### src/rtl/divider_sequencer_pkg.sv
// Shared definitions for the repeated-subtraction divider sequencer.
// Holds the state encoding and the default counter width and limit.
package divider_sequencer_pkg;

    localparam int          ITER_W_DEF   = 32;
    localparam logic [31:0] MAX_ITER_DEF = 32'hFFFF_FFFF;

    typedef enum logic [2:0] {
        S_IDLE   = 3'd0,
        S_LOAD   = 3'd1,
        S_COMP   = 3'd2,
        S_DECIDE = 3'd3,
        S_SUB    = 3'd4,
        S_DONE   = 3'd5
    } seq_state_t;

endpackage

### src/rtl/divider_sequencer_if.sv
// Bundles the controller handshake and the datapath strobes/status around the sequencer.
// The master side is the controller plus datapath; the slave side is the sequencer.
interface divider_sequencer_if
    import divider_sequencer_pkg::*;
#(
    parameter int ITER_W = ITER_W_DEF
);
    logic              Start;
    logic              Ack;
    logic              BZero;
    logic              CompOut;
    logic              Load;
    logic              CompEn;
    logic              SubEn;
    logic              CntEn;
    logic              Busy;
    logic              Done;
    logic              DivZero;
    logic              Overflow;
    logic [ITER_W-1:0] IterCount;

    modport master (
        output Start, Ack, BZero, CompOut,
        input  Load, CompEn, SubEn, CntEn, Busy, Done, DivZero, Overflow, IterCount
    );

    modport slave (
        input  Start, Ack, BZero, CompOut,
        output Load, CompEn, SubEn, CntEn, Busy, Done, DivZero, Overflow, IterCount
    );
endinterface

### src/rtl/divider_sequencer_iter_counter.sv
// Subtraction counter with synchronous clear, enable and terminal-count flag.
// Single-cycle update; terminal count is combinational from the registered count.
module divider_sequencer_iter_counter
    import divider_sequencer_pkg::*;
#(
    parameter int                ITER_W   = ITER_W_DEF,
    parameter logic [ITER_W-1:0] MAX_ITER = ITER_W'(MAX_ITER_DEF)
) (
    input  logic              clk,
    input  logic              rst,
    input  logic              clr,
    input  logic              en,
    output logic [ITER_W-1:0] count,
    output logic              tc
);

    always_ff @(posedge clk) begin
        if (rst || clr) begin
            count <= '0;
        end else if (en) begin
            count <= count + ITER_W'(1);
        end
    end

    // The sequencer never enables at terminal count, so count cannot wrap.
    assign tc = (count == MAX_ITER);

endmodule

### src/rtl/divider_sequencer.sv
// Moore FSM sequencing the repeated-subtraction divider: Load, then CompEn/Decide/Sub loops.
// Done after 3q+4 cycles from Start (1 for divide-by-zero); held until Ack, Start ignored meanwhile.
module divider_sequencer
    import divider_sequencer_pkg::*;
#(
    parameter int                ITER_W   = ITER_W_DEF,
    parameter logic [ITER_W-1:0] MAX_ITER = ITER_W'(MAX_ITER_DEF)
) (
    input  logic          CLK,
    input  logic          Reset,
    divider_sequencer_if.slave dif
);

    seq_state_t        state_q;
    seq_state_t        state_d;
    logic              div_zero_q;
    logic              overflow_q;
    logic              iter_clr;
    logic              iter_tc;
    logic [ITER_W-1:0] iter_count;

    wire start_accept = (state_q == S_IDLE) && dif.Start;

    always_ff @(posedge CLK) begin
        if (Reset) begin
            state_q <= S_IDLE;
        end else begin
            state_q <= state_d;
        end
    end

    always_comb begin
        state_d    = state_q;
        dif.Load   = 1'b0;
        dif.CompEn = 1'b0;
        dif.SubEn  = 1'b0;
        dif.CntEn  = 1'b0;
        dif.Busy   = 1'b0;
        dif.Done   = 1'b0;
        case (state_q)
            S_IDLE: begin
                if (dif.Start) begin
                    state_d = dif.BZero ? S_DONE : S_LOAD;
                end
            end
            S_LOAD: begin
                dif.Load = 1'b1;
                dif.Busy = 1'b1;
                state_d  = S_COMP;
            end
            S_COMP: begin
                dif.CompEn = 1'b1;
                dif.Busy   = 1'b1;
                state_d    = S_DECIDE;
            end
            S_DECIDE: begin
                dif.Busy = 1'b1;
                // ALB wins over the limit: an exact MAX_ITER quotient is not an overflow.
                if (dif.CompOut || iter_tc) begin
                    state_d = S_DONE;
                end else begin
                    state_d = S_SUB;
                end
            end
            S_SUB: begin
                dif.SubEn = 1'b1;
                dif.CntEn = 1'b1;
                dif.Busy  = 1'b1;
                state_d   = S_COMP;
            end
            S_DONE: begin
                dif.Done = 1'b1;
                if (dif.Ack) begin
                    state_d = S_IDLE;
                end
            end
            default: state_d = S_IDLE;
        endcase
    end

    // Status flags hold across DONE/IDLE and are only rewritten by an accepted Start.
    always_ff @(posedge CLK) begin
        if (Reset) begin
            div_zero_q <= 1'b0;
            overflow_q <= 1'b0;
        end else if (start_accept) begin
            div_zero_q <= dif.BZero;
            overflow_q <= 1'b0;
        end else if ((state_q == S_DECIDE) && !dif.CompOut && iter_tc) begin
            overflow_q <= 1'b1;
        end
    end

    assign iter_clr = start_accept || (state_q == S_LOAD);

    divider_sequencer_iter_counter #(
        .ITER_W   (ITER_W),
        .MAX_ITER (MAX_ITER)
    ) u_iter_counter (
        .clk   (CLK),
        .rst   (Reset),
        .clr   (iter_clr),
        .en    (state_q == S_SUB),
        .count (iter_count),
        .tc    (iter_tc)
    );

    assign dif.DivZero   = div_zero_q;
    assign dif.Overflow  = overflow_q;
    assign dif.IterCount = iter_count;

endmodule

### src/flat_wrapper.sv
// flat-port wrapper written by rule: the top's interface ports become plain ports
module divider_sequencer_flat import divider_sequencer_pkg::*;
#(
    parameter int                ITER_W   = ITER_W_DEF,
    parameter logic [ITER_W-1:0] MAX_ITER = ITER_W'(MAX_ITER_DEF)
)
  (CLK, Reset, dif_Start, dif_Ack, dif_BZero, dif_CompOut, dif_Load, dif_CompEn, dif_SubEn, dif_CntEn, dif_Busy, dif_Done, dif_DivZero, dif_Overflow, dif_IterCount);
  divider_sequencer_if #(.ITER_W(ITER_W)) dif_i ();
  input  logic CLK;
  input  logic Reset;
  input wire logic [$bits(dif_i.Start)-1:0] dif_Start;
  input wire logic [$bits(dif_i.Ack)-1:0] dif_Ack;
  input wire logic [$bits(dif_i.BZero)-1:0] dif_BZero;
  input wire logic [$bits(dif_i.CompOut)-1:0] dif_CompOut;
  output wire logic [$bits(dif_i.Load)-1:0] dif_Load;
  output wire logic [$bits(dif_i.CompEn)-1:0] dif_CompEn;
  output wire logic [$bits(dif_i.SubEn)-1:0] dif_SubEn;
  output wire logic [$bits(dif_i.CntEn)-1:0] dif_CntEn;
  output wire logic [$bits(dif_i.Busy)-1:0] dif_Busy;
  output wire logic [$bits(dif_i.Done)-1:0] dif_Done;
  output wire logic [$bits(dif_i.DivZero)-1:0] dif_DivZero;
  output wire logic [$bits(dif_i.Overflow)-1:0] dif_Overflow;
  output wire logic [$bits(dif_i.IterCount)-1:0] dif_IterCount;
  assign dif_i.Start = dif_Start;
  assign dif_i.Ack = dif_Ack;
  assign dif_i.BZero = dif_BZero;
  assign dif_i.CompOut = dif_CompOut;
  assign dif_Load = dif_i.Load;
  assign dif_CompEn = dif_i.CompEn;
  assign dif_SubEn = dif_i.SubEn;
  assign dif_CntEn = dif_i.CntEn;
  assign dif_Busy = dif_i.Busy;
  assign dif_Done = dif_i.Done;
  assign dif_DivZero = dif_i.DivZero;
  assign dif_Overflow = dif_i.Overflow;
  assign dif_IterCount = dif_i.IterCount;
  divider_sequencer #(.ITER_W(ITER_W), .MAX_ITER(MAX_ITER)) u_core (.CLK(CLK), .Reset(Reset), .dif(dif_i));
endmodule
### config.mk
export PLATFORM = sky130hd
export DESIGN_NAME = divider_sequencer_flat
export DESIGN_NICKNAME = d
export VERILOG_FILES = /design/src/rtl/divider_sequencer_pkg.sv /design/src/rtl/divider_sequencer_if.sv /design/src/rtl/divider_sequencer_iter_counter.sv /design/src/rtl/divider_sequencer.sv /design/src/flat_wrapper.sv
export SDC_FILE = /design/constraint.sdc
export NUM_CORES = 1
export LEC_CHECK = 0
export BUFFER_PORTS_ARGS = -buffer_cell sky130_fd_sc_hd__buf_2
export CORE_MARGIN = 2
export CORE_UTILIZATION = 45
export CTS_CLUSTER_SIZE = 10
export DETAILED_ROUTE_END_ITERATION = 16
export GPL_TIMING_DRIVEN = 0
export PLACE_DENSITY_LB_ADDON = 0.3
export SYNTH_ARGS = -nofsm -noshare
export SYNTH_HDL_FRONTEND = slang
export SYNTH_SLANG_ARGS = --single-unit
### constraint.sdc
create_clock -name CLK -period 3.1 [get_ports CLK]
set_input_delay 0.155 -clock CLK [delete_from_list [all_inputs] [get_ports CLK]]
set_output_delay 0.155 -clock CLK [all_outputs]
set_load 0.02 [all_outputs]
After elaboration in Yosys (flattened, before gate mapping)
Cells that the tools add are included.
- add/sub/neg operators: 1
- eq/ne operators: 8
- muxes and demuxes: 10
- reduce and logical (&&, ||, !) cells: 12
- operators by type and width (kind ; count):
    $add 32x1->32 const B ; 1
    $eq 32x32->1 const B ; 1
    $pmux 3 s5 ; 1
    $mux 3 ; 3
    $eq 3x2->1 const B ; 2
    $eq 3x3->1 const B ; 2
    $mux 1 ; 6
    $ne 2x2->1 const B ; 2
    $reduce_or 2->1 ; 2
    $reduce_or 4->1 ; 1
    $eq 3x1->1 const B ; 1
    $logic_and 1x1->1 ; 3
    $logic_not 3->1 ; 1
    $logic_or 1x1->1 ; 3
    $reduce_and 2->1 ; 1
    $logic_not 1->1 ; 1
- register bits after elaboration: 37
- bits of input ports: 6
- output and inout bits: 40
- word-level logic and storage cells: 35

Longest topological paths before layout
Gate-level depths: netlist of run 1.
- depth in word-level cells: 4
- mapped depth: 7
- depth with buffers taken out: 5

Hierarchy
Synthesis of run 1 repeated with hierarchy kept, for this count alone.
- cell total of the unflattened synthesis: 219
- area, all modules: 1870.5 um^2
- by module, submodules not included (module ; instances ; cells each ; area an instance (um^2) ; sequential area each (um^2)):
    divider_sequencer_iter_counter ; 1 ; 183 ; 1544.0 ; 640.6
    divider_sequencer ; 1 ; 36 ; 326.6 ; 100.1

Least setup slack after synthesis of run 1
Ideal clock, no wire load.
- path kind: reg-to-reg
- from: reg u_core.u_iter_counter.count[0]
- to: reg u_core.u_iter_counter.count[28]
- setup time: 0.070 ns
- data arrival time: 2.078 ns
- data required time: 3.030 ns
- slack: 0.951 ns
- stages on the path, launching flop included: 7
- buffers on the path: 1
- clock period less this slack: 2.149 ns
- cell sequence: dfxtp_1 ha_1 nand3_1 or4_1 clkbuf_1 or4_1 a21oi_1
- longest elaborated chain between the ends: 1
- RTL lines (item ; RTL line ; RTL):
    start, declared ; divider_sequencer_iter_counter.sv:13 ; output logic [ITER_W-1:0] count,
    start signal, assigned ; divider_sequencer_iter_counter.sv:21 ; count <= count + ITER_W'(1);
    $add 32x1->32 ; divider_sequencer_iter_counter.sv:21 ;
Every way passes these cells.
A chain may end at the register's enable or synchronous reset.

Final worst setup path of run 1
- from: reg u_core.state_q[2]
- to: reg u_core.u_iter_counter.count[10]
- longest elaborated chain between the ends: 4
- elaborated cells on any way between the ends: 6
- classes of those cells: 2 x eq/ne; 4 x reduce/logical
- RTL lines (item ; RTL line ; RTL):
    start, declared ; divider_sequencer.sv:14 ; seq_state_t state_q;
    start signal, assigned ; divider_sequencer.sv:28 ; state_q <= state_d;
    $logic_not 3->1 ; divider_sequencer.sv:22 ; wire start_accept = (state_q == S_IDLE) && dif.Start;
    $logic_and 1x1->1 ; divider_sequencer.sv:22 ;
    $logic_or 1x1->1 ; divider_sequencer.sv:94 ; assign iter_clr = start_accept || (state_q == S_LOAD);
    $logic_or 1x1->1 ; divider_sequencer_iter_counter.sv:18 ; if (rst || clr) begin
Several ways; a longest one is shown, not always the timed one.

==> impl_metrics.prom, run 1 <==
# TYPE chip_impl_metric gauge
chip_impl_metric{name="grt_start_max_net_pins",unit=""} 12
chip_impl_metric{name="final_max_slew_viol_count",unit=""} 0
chip_impl_metric{name="relative_slew_slack",unit="%"} 66.8
chip_impl_metric{name="cts_max_path_buffers",unit=""} 2
chip_impl_info{name="start_kind",value="register"} 1
chip_impl_metric{name="core_area",unit="sq um"} 4000
chip_impl_info{name="rsz_0062_raised_after_global_routing",value="no"} 1
chip_impl_metric{name="synth.avg_cell_area",unit="sq um"} 8.11
chip_impl_metric{name="finalWeightedCongestion",unit=""} 0.783
chip_impl_metric{name="drc",unit=""} 0
chip_impl_metric{name="numPortBuffers",unit=""} 44
chip_impl_metric{name="regToRegSetupSlack",unit="ns"} 0.66
chip_impl_metric{name="diodes",unit=""} 0
chip_impl_info{name="leading_post_synthesis_cells_by_cell_area",value="dfxtp_1 39%, or4_1 6.8%, a21oi_1 6.6%, o31ai_1 5.6%, nand4_1 4.0%"} 1
chip_impl_metric{name="post_cts_resized",unit=""} 0
chip_impl_metric{name="timing_hold_violations_final",unit=""} 0
chip_impl_info{name="hold_class",value="input pin to register"} 1
chip_impl_metric{name="clk_pin_slew_worst_paths",unit="ns"} 0.07
chip_impl_metric{name="cts_num_sinks",unit=""} 37
chip_impl_metric{name="pin_count",unit=""} 46
chip_impl_metric{name="nets",unit=""} 290
chip_impl_metric{name="final_cell_count_no_fill",unit=""} 334
chip_impl_metric{name="async_reset_ff_share",unit="%"} 0
chip_impl_metric{name="fin_crit",unit="ns"} 2.44
chip_impl_info{name="yosys_most_used_dff",value="dfxtp_1"} 1
chip_impl_info{name="timing.critical_path.from",value="u_core.state_q[2]"} 1
chip_impl_metric{name="totalWireLength",unit="microns"} 4530
chip_impl_metric{name="synthCells",unit=""} 232
chip_impl_metric{name="timing.final.setup_violations",unit=""} 0
chip_impl_metric{name="yosysUniqueCellTypes",unit=""} 39
chip_impl_info{name="synthDominantAreaCellType",value="dfxtp_1"} 1
chip_impl_metric{name="ir_drop",unit="mV"} 0.268
chip_impl_metric{name="ys.warnings.count",unit=""} 0
chip_impl_metric{name="cts_made_buffers",unit=""} 5
chip_impl_metric{name="fp.dieArea",unit="sq um"} 4710
chip_impl_metric{name="drtAntennaViolNets",unit=""} 0
chip_impl_metric{name="clock_tree.htree_level_count",unit=""} 2
chip_impl_metric{name="antenna_found_initial",unit=""} 0
chip_impl_metric{name="routed-via-count",unit=""} 1879
chip_impl_info{name="tritoncts_clock_tree",value="done"} 1
chip_impl_metric{name="viasPerCell",unit=""} 5.63
chip_impl_metric{name="net-switching-power",unit="uW"} 308
chip_impl_info{name="run_status",value="finished clean"} 1
chip_impl_metric{name="timing.reg2reg.worst_path_depth",unit=""} 7
chip_impl_metric{name="power.share.combinational",unit="%"} 17.5
chip_impl_metric{name="die-height",unit="microns"} 68.7
chip_impl_metric{name="rows",unit=""} 23
chip_impl_metric{name="pwr-share-clk",unit="%"} 38.2
chip_impl_metric{name="global_router_s_overall_resource_usage",unit="%"} 21.5
chip_impl_metric{name="detailedRoute.firstIterationViolations",unit=""} 156
chip_impl_metric{name="setup_tns",unit="ns"} 0
chip_impl_metric{name="detailedRoute.firstPassIterationCount",unit=""} 4
chip_impl_metric{name="post_synth_instance_area",unit="sq um"} 1880
chip_impl_metric{name="clock_skew",unit="ns"} 0.00697
chip_impl_metric{name="area.growth.synth_to_final",unit="%"} 21.2
chip_impl_metric{name="area_of_combinational_cells_with_multiple_inputs",unit="sq um"} 1050
chip_impl_info{name="endpoint_kind",value="register"} 1
chip_impl_metric{name="share_seq_of_total_power",unit="%"} 44.3
chip_impl_metric{name="max_freq",unit="GHz"} 0.410
chip_impl_metric{name="fillerInstances",unit=""} 386
chip_impl_metric{name="grt_pass1_vias",unit=""} 1649
chip_impl_metric{name="post-route-period-util",unit="%"} 78.7
chip_impl_info{name="worstReg2RegStart",value="u_core.state_q[2]"} 1
chip_impl_metric{name="maxCapViolCount",unit=""} 0
chip_impl_info{name="crit_type",value="register to register"} 1
chip_impl_metric{name="grt_first_pass_wirelength",unit="microns"} 7670
chip_impl_metric{name="number_of_enable_flip_flop_cells_after_synthesis",unit=""} 0
chip_impl_metric{name="power_density",unit="nW/um^2"} 494
chip_impl_metric{name="crit_path_max_fanout",unit=""} 10
chip_impl_metric{name="post_cts.repair.setup_buffers",unit=""} 0
chip_impl_metric{name="synthDominantCellAreaShare",unit="%"} 39.4
chip_impl_metric{name="leakage",unit="nW"} 0.829
chip_impl_metric{name="worst-endpoint-required",unit="ns"} 3.31
chip_impl_metric{name="power_report.internal_total",unit="uW"} 817
chip_impl_metric{name="routedWlPerCell",unit="microns"} 13.6
chip_impl_metric{name="chipWidth",unit="microns"} 68.7
chip_impl_metric{name="place_hpwl",unit="microns"} 3320
chip_impl_metric{name="synth.yosys.seq_area_share",unit="%"} 39.4
chip_impl_metric{name="worst-endpoint-arrival",unit="ns"} 2.65
chip_impl_metric{name="area.sequential",unit="sq um"} 741
chip_impl_metric{name="insertion_delay",unit="ns"} 0.29
chip_impl_info{name="worst_r2r_endpoint",value="u_core.u_iter_counter.count[10]"} 1
chip_impl_metric{name="drive_above_1_share",unit="%"} 20.4
chip_impl_metric{name="power.switching_fraction",unit="%"} 27.4
chip_impl_metric{name="pin_slew_with_the_least_headroom_to_its_limit",unit="ns"} 0.498
chip_impl_metric{name="cts_hold_buffers",unit=""} 0
chip_impl_metric{name="dp_cells",unit=""} 326
chip_impl_metric{name="final_core_util",unit="%"} 57.0
chip_impl_metric{name="congestion_overflow_gr",unit=""} 0
chip_impl_metric{name="ys_seq_elements",unit=""} 37
chip_impl_metric{name="floorplan.initialDensity",unit="%"} 47.0
chip_impl_metric{name="synthesis.nets",unit=""} 239
chip_impl_info{name="cts_root_buf",value="clkbuf_8"} 1
chip_impl_info{name="worst_setup_path_endpoint",value="u_core.u_iter_counter.count[10]"} 1
-- critical path, stage by stage (launching register included) --
cell	delay [ns]
dfxtp_1	0.40
or3b_1	0.35
buf_2	0.17
or4_1	0.50
clkbuf_1	0.22
buf_2	0.25
or3_1	0.32
a21oi_1	0.16
-- synthesized netlist by cell type, drive strengths merged (2+ instances only) --
library cell,n
or3,5
nand2b,4
inv,6
or2,3
xor2,3
and4,7
nor2b,2
or4,17
nand2,18
nor2,17
or3b,2
nand3,10
and2,2
clkbuf,13
nand4,12
buf,3
nor3,3
xnor2,7
o21ai,8
o31ai,14
dfxtp,37
a21oi,25
-- cell usage in the layout, fill, tap and decap left out, types with 2 or more instances in the layout --
master and instances:
or4_1 17, inv_1 6, or2_2 3, and2_1 2, nor2b_1 2, clkbuf_8 6, and4_1 7, a21oi_1 25
nand2b_1 4, o21ai_0 7, nor2_1 17, o31ai_1 14, nand4_1 12, nand2_1 18, xor2_1 3, xnor2_1 7
nand3_1 10, nor3_1 3, or3_1 5, dfxtp_1 37, clkbuf_1 14, buf_2 46
-- registers in the layout, indices dropped and copies added, names as in the netlist --
| signal | count |
|---|---|
| u_core.state_q | 3 |
| u_core.u_iter_counter.count | 32 |
| u_core.dif.Overflow | 1 |
| u_core.dif.DivZero | 1 |
-- per-layer routing --
metal	global-route usage (%)	share of wire (%)	vias up
met5	0	0	-
met4	7.00	0.82	0
li1	-	-	962
met3	5.68	3.8	4
met1	29.9	48	882
met2	32.2	47	31
-- power by group through the flow --
stage	sequential, mW	clock, mW	combinational (mW)
2_1_floorplan	0.509	0	0.145
5_1_grt	0.500	0.454	0.221
3_5_place_dp	0.509	0	0.198
3_3_place_gp	0.508	0	0.198
6_report	0.498	0.430	0.197
4_1_cts	0.499	0.438	0.199
-- worst min path at each step --
stage / start / end / slack, ns / depth (start not counted)
after CTS: dif_BZero / u_core.dif.DivZero / 0.12 / 3
final: dif_BZero / u_core.dif.DivZero / 0.13 / 3
after global routing: dif_BZero / u_core.dif.DivZero / 0.15 / 3
after detailed placement: dif_BZero / u_core.dif.DivZero / 0.43 / 3
after global placement: dif_BZero / u_core.dif.DivZero / 0.43 / 3
after floorplan: dif_BZero / u_core.dif.DivZero / 0.30 / 2
-- stage by stage --
step	total power, mW	cell area (sq um)	hold slack (ns)	setup WS (ns)
after detailed placement	0.708	2160	0.428	0.676
after floorplan	0.654	1880	0.303	0.951
final	1.13	2280	0.127	0.660
after global routing	1.18	2280	0.148	0.548
after global placement	0.706	2160	0.427	0.744
after CTS	1.14	2280	0.122	0.649
-- cell type report --
class,count,share of cell area [%]
clock buffer,7,3.78
timing repair buffer,44,9.65
sequential,37,32.5
multi-input combinational,173,46.1
inverter,6,0.987
clock inverter,1,1.32
tap,50,2.74
buffer,16,2.91
-- logic make-up after synthesis --
| kind of cell | share of synthesized area, % |
|---|---|
| fa+ha+maj | 0.665 |
| mux | 0.532 |
| simple gates | 32.3 |
| xor+xnor | 4.65 |
| compound gates | 17.8 |
| flops | 39.4 |
| buf+inv | 4.72 |
Note: power is estimated with default switching activity, not from simulation.
==> run 2, diff against run 1 <==
==> constraint.sdc (replaced) <==
create_clock -name CLK -period 2.03 [get_ports CLK]
set_input_delay 0.1015 -clock CLK [delete_from_list [all_inputs] [get_ports CLK]]
set_output_delay 0.1015 -clock CLK [all_outputs]
set_load 0.02 [all_outputs]
==> run 2 against run 1 <==
The flow now finishes with violations (setup timing). Combinational power up 73%. Power rose by 43%. Clock-buffer cell count up 1. Final cell count increased by 1.5%. Sequential power up 52%. Wire length increased by 9.4%.
==> impl_metrics.prom, run 2 (synthesis gave the netlist of run 1 again) <==
# TYPE chip_impl_metric gauge
chip_impl_info{name="cpLargestDelayFamily",value="simple AND/OR/NAND/NOR gates"} 1
chip_impl_metric{name="totalWireLength",unit="microns"} 4960
chip_impl_metric{name="clock_tree.htree_level_count",unit=""} 2
chip_impl_metric{name="die-height",unit="microns"} 68.7
chip_impl_metric{name="drtAntennaViolNets",unit=""} 0
chip_impl_info{name="crit_type",value="register to register"} 1
chip_impl_info{name="tritoncts_clock_tree",value="done"} 1
chip_impl_metric{name="core_area",unit="sq um"} 4000
chip_impl_metric{name="pin_slew_with_the_least_headroom_to_its_limit",unit="ns"} 0.570
chip_impl_metric{name="antenna_found_initial",unit=""} 0
chip_impl_metric{name="detailedRoute.firstPassIterationCount",unit=""} 4
chip_impl_metric{name="rows",unit=""} 23
chip_impl_metric{name="place_hpwl",unit="microns"} 3300
chip_impl_metric{name="cts_made_buffers",unit=""} 5
chip_impl_metric{name="nets",unit=""} 295
chip_impl_info{name="cp_slowest_cell",value="or4_4"} 1
chip_impl_metric{name="largest_register_ffs",unit=""} 32
chip_impl_metric{name="insertion_delay",unit="ns"} 0.29
chip_impl_info{name="crit_chain",value="or3b_4 -> or4_4 -> buf_4 -> buf_6 -> or4_4 -> a21oi_2"} 1
chip_impl_metric{name="post_dp_cell_area",unit="sq um"} 2190
chip_impl_metric{name="chipWidth",unit="microns"} 68.7
chip_impl_metric{name="design_area",unit="sq um"} 2410
chip_impl_metric{name="global_route.usage.met3",unit="%"} 5.52
chip_impl_info{name="cp_common_cell",value="or4_4"} 1
chip_impl_metric{name="global_router_s_overall_resource_usage",unit="%"} 22.8
chip_impl_metric{name="detailedRoute.firstIterationViolations",unit=""} 114
chip_impl_info{name="layout.cells.most_common",value="buf_2"} 1
chip_impl_metric{name="fp.dieArea",unit="sq um"} 4710
chip_impl_metric{name="grt_util_met1",unit="%"} 33.3
chip_impl_info{name="run_status",value="complete, but fails checks"} 1
chip_impl_metric{name="setup_tns",unit="ns"} -0.643
chip_impl_metric{name="finalWeightedCongestion",unit=""} 0.813
chip_impl_metric{name="dpl_worst_slack",unit="ns"} -0.202
chip_impl_metric{name="relative_slew_slack",unit="%"} 62.0
chip_impl_info{name="layout_common_cells",value="45 x buf_2, 25 x dfxtp_1, 22 x a21oi_1, 18 x nand2_1, 17 x nor2_1"} 1
chip_impl_metric{name="leakage",unit="nW"} 0.879
chip_impl_metric{name="routed-via-count",unit=""} 1951
chip_impl_metric{name="power_density",unit="nW/um^2"} 665
chip_impl_metric{name="grt_start_max_net_pins",unit=""} 11
chip_impl_info{name="start_kind",value="register"} 1
chip_impl_metric{name="worst_path_largest_cell_delay",unit="ns"} 0.56
chip_impl_metric{name="congestion_overflow_gr",unit=""} 0
chip_impl_metric{name="drive_above_1_share",unit="%"} 32.2
chip_impl_metric{name="floorplan.initialDensity",unit="%"} 47.0
chip_impl_info{name="top_regs",value="u_core.u_iter_counter.count: 32 flops, u_core.state_q: 3 flops"} 1
chip_impl_metric{name="drc",unit=""} 0
chip_impl_metric{name="fillerInstances",unit=""} 366
chip_impl_metric{name="max_freq",unit="GHz"} 0.459
chip_impl_metric{name="routedWlPerCell",unit="microns"} 14.6
chip_impl_metric{name="global_routing_met2_resource_utilization",unit="%"} 33.1
chip_impl_metric{name="cts_max_path_buffers",unit=""} 2
chip_impl_info{name="rsz_0062_raised_after_global_routing",value="yes"} 1
chip_impl_metric{name="regToRegSetupSlack",unit="ns"} -0.15
chip_impl_metric{name="area_of_combinational_cells_with_multiple_inputs",unit="sq um"} 1130
chip_impl_metric{name="grt_first_pass_wirelength",unit="microns"} 8030
chip_impl_metric{name="crit_path_max_fanout",unit=""} 4
chip_impl_info{name="endpoint_kind",value="register"} 1
chip_impl_metric{name="ir_drop",unit="mV"} 0.561
chip_impl_metric{name="worst-endpoint-required",unit="ns"} 2.25
chip_impl_metric{name="area.sequential",unit="sq um"} 756
chip_impl_metric{name="worst-endpoint-arrival",unit="ns"} 2.40
chip_impl_info{name="hold_class",value="input pin to register"} 1
chip_impl_metric{name="timing.final.ws_setup",unit="ns"} -0.148
chip_impl_metric{name="clk_pin_slew_worst_paths",unit="ns"} 0.07
chip_impl_metric{name="final_core_util",unit="%"} 60.3
chip_impl_info{name="cts_root_buf",value="clkbuf_8"} 1
chip_impl_metric{name="viasPerCell",unit=""} 5.76
chip_impl_metric{name="clock_skew",unit="ns"} 0.00683
chip_impl_metric{name="worstPathBufferInverterCount",unit=""} 2
chip_impl_metric{name="cts_num_sinks",unit=""} 37
chip_impl_metric{name="post-route-period-util",unit="%"} 107
chip_impl_info{name="grt_busiest_layer",value="met1"} 1
chip_impl_metric{name="final_max_slew_viol_count",unit=""} 0
chip_impl_metric{name="diodes",unit=""} 0
chip_impl_metric{name="grt_pass1_vias",unit=""} 1654
chip_impl_metric{name="area.growth.synth_to_final",unit="%"} 28.2
chip_impl_info{name="max_flop_register",value="u_core.u_iter_counter.count"} 1
chip_impl_metric{name="numPortBuffers",unit=""} 44
chip_impl_metric{name="pin_count",unit=""} 46
chip_impl_metric{name="maxCapViolCount",unit=""} 0
chip_impl_info{name="failed_checks",value="setup timing"} 1
chip_impl_metric{name="timing.final.setup_violations",unit=""} 9
chip_impl_metric{name="timing_hold_violations_final",unit=""} 0
chip_impl_metric{name="fin_crit",unit="ns"} 2.18
-- run 2: cell types whose count changed in the layout (fill, tap and decap cells not counted), moves of 4 or more --
cell and change:
dfxtp_1 -12, dfxtp_2 +12, buf_4 +6, o31ai_1 -5, o31ai_2 +4
-- run 2: final cells by class --
type | count | share of cell area [%]
Buffer | 14 | 3.37
Clock buffer | 8 | 3.32
Inverter | 6 | 0.934
Multi-Input combinational cell | 173 | 47.0
Sequential cell | 37 | 31.3
Tap cell | 50 | 2.59
Timing Repair Buffer | 51 | 11.5
-- run 2: what timing repair did --
action,CTS,global route
buffers inserted,5,1
gates cloned,1,0
hold buffers,0,0
setup endpoints to repair,18,14
resized for setup,12,19
pin swaps,3,11
-- run 2: tightest hold or removal path, cell delays in order --
cell and delay (ns):
buf_2 0.08, nor2_1 0.03, nand2_1 0.05, o21ai_0 0.06
-- run 2: layer usage --
metal	vias up	wire length [microns]
li1	983	-
met1	914	2400
met2	49	2250
met3	5	262
met4	0	48
met5	-	0
-- run 2: final timing paths --
kind / startpoint / end / depth (start not counted)
max: u_core.state_q[0] / u_core.u_iter_counter.count[22] / 6
min: dif_Ack / u_core.state_q[0] / 4
max reg2reg: u_core.state_q[0] / u_core.u_iter_counter.count[22] / 6
min reg2reg: u_core.dif.DivZero / u_core.dif.DivZero / 2
-- run 2: power by group --
| group | leakage (nW) | switching [mW] | internal [mW] |
|---|---|---|---|
| clock network | 0.0395 | 0.260 | 0.244 |
| registers | 0.304 | 0.0123 | 0.747 |
| logic | 0.535 | 0.216 | 0.125 |
-- run 2: through the flow --
stage               total power, mW  hold slack, ns  cells
detailed placement             1.09           0.384    326
global route                   1.68           0.103    339
global placement               1.09           0.375    326
floorplan                      1.00           0.249    232
finish                         1.60          0.0715    339
CTS                            1.61          0.0708    339
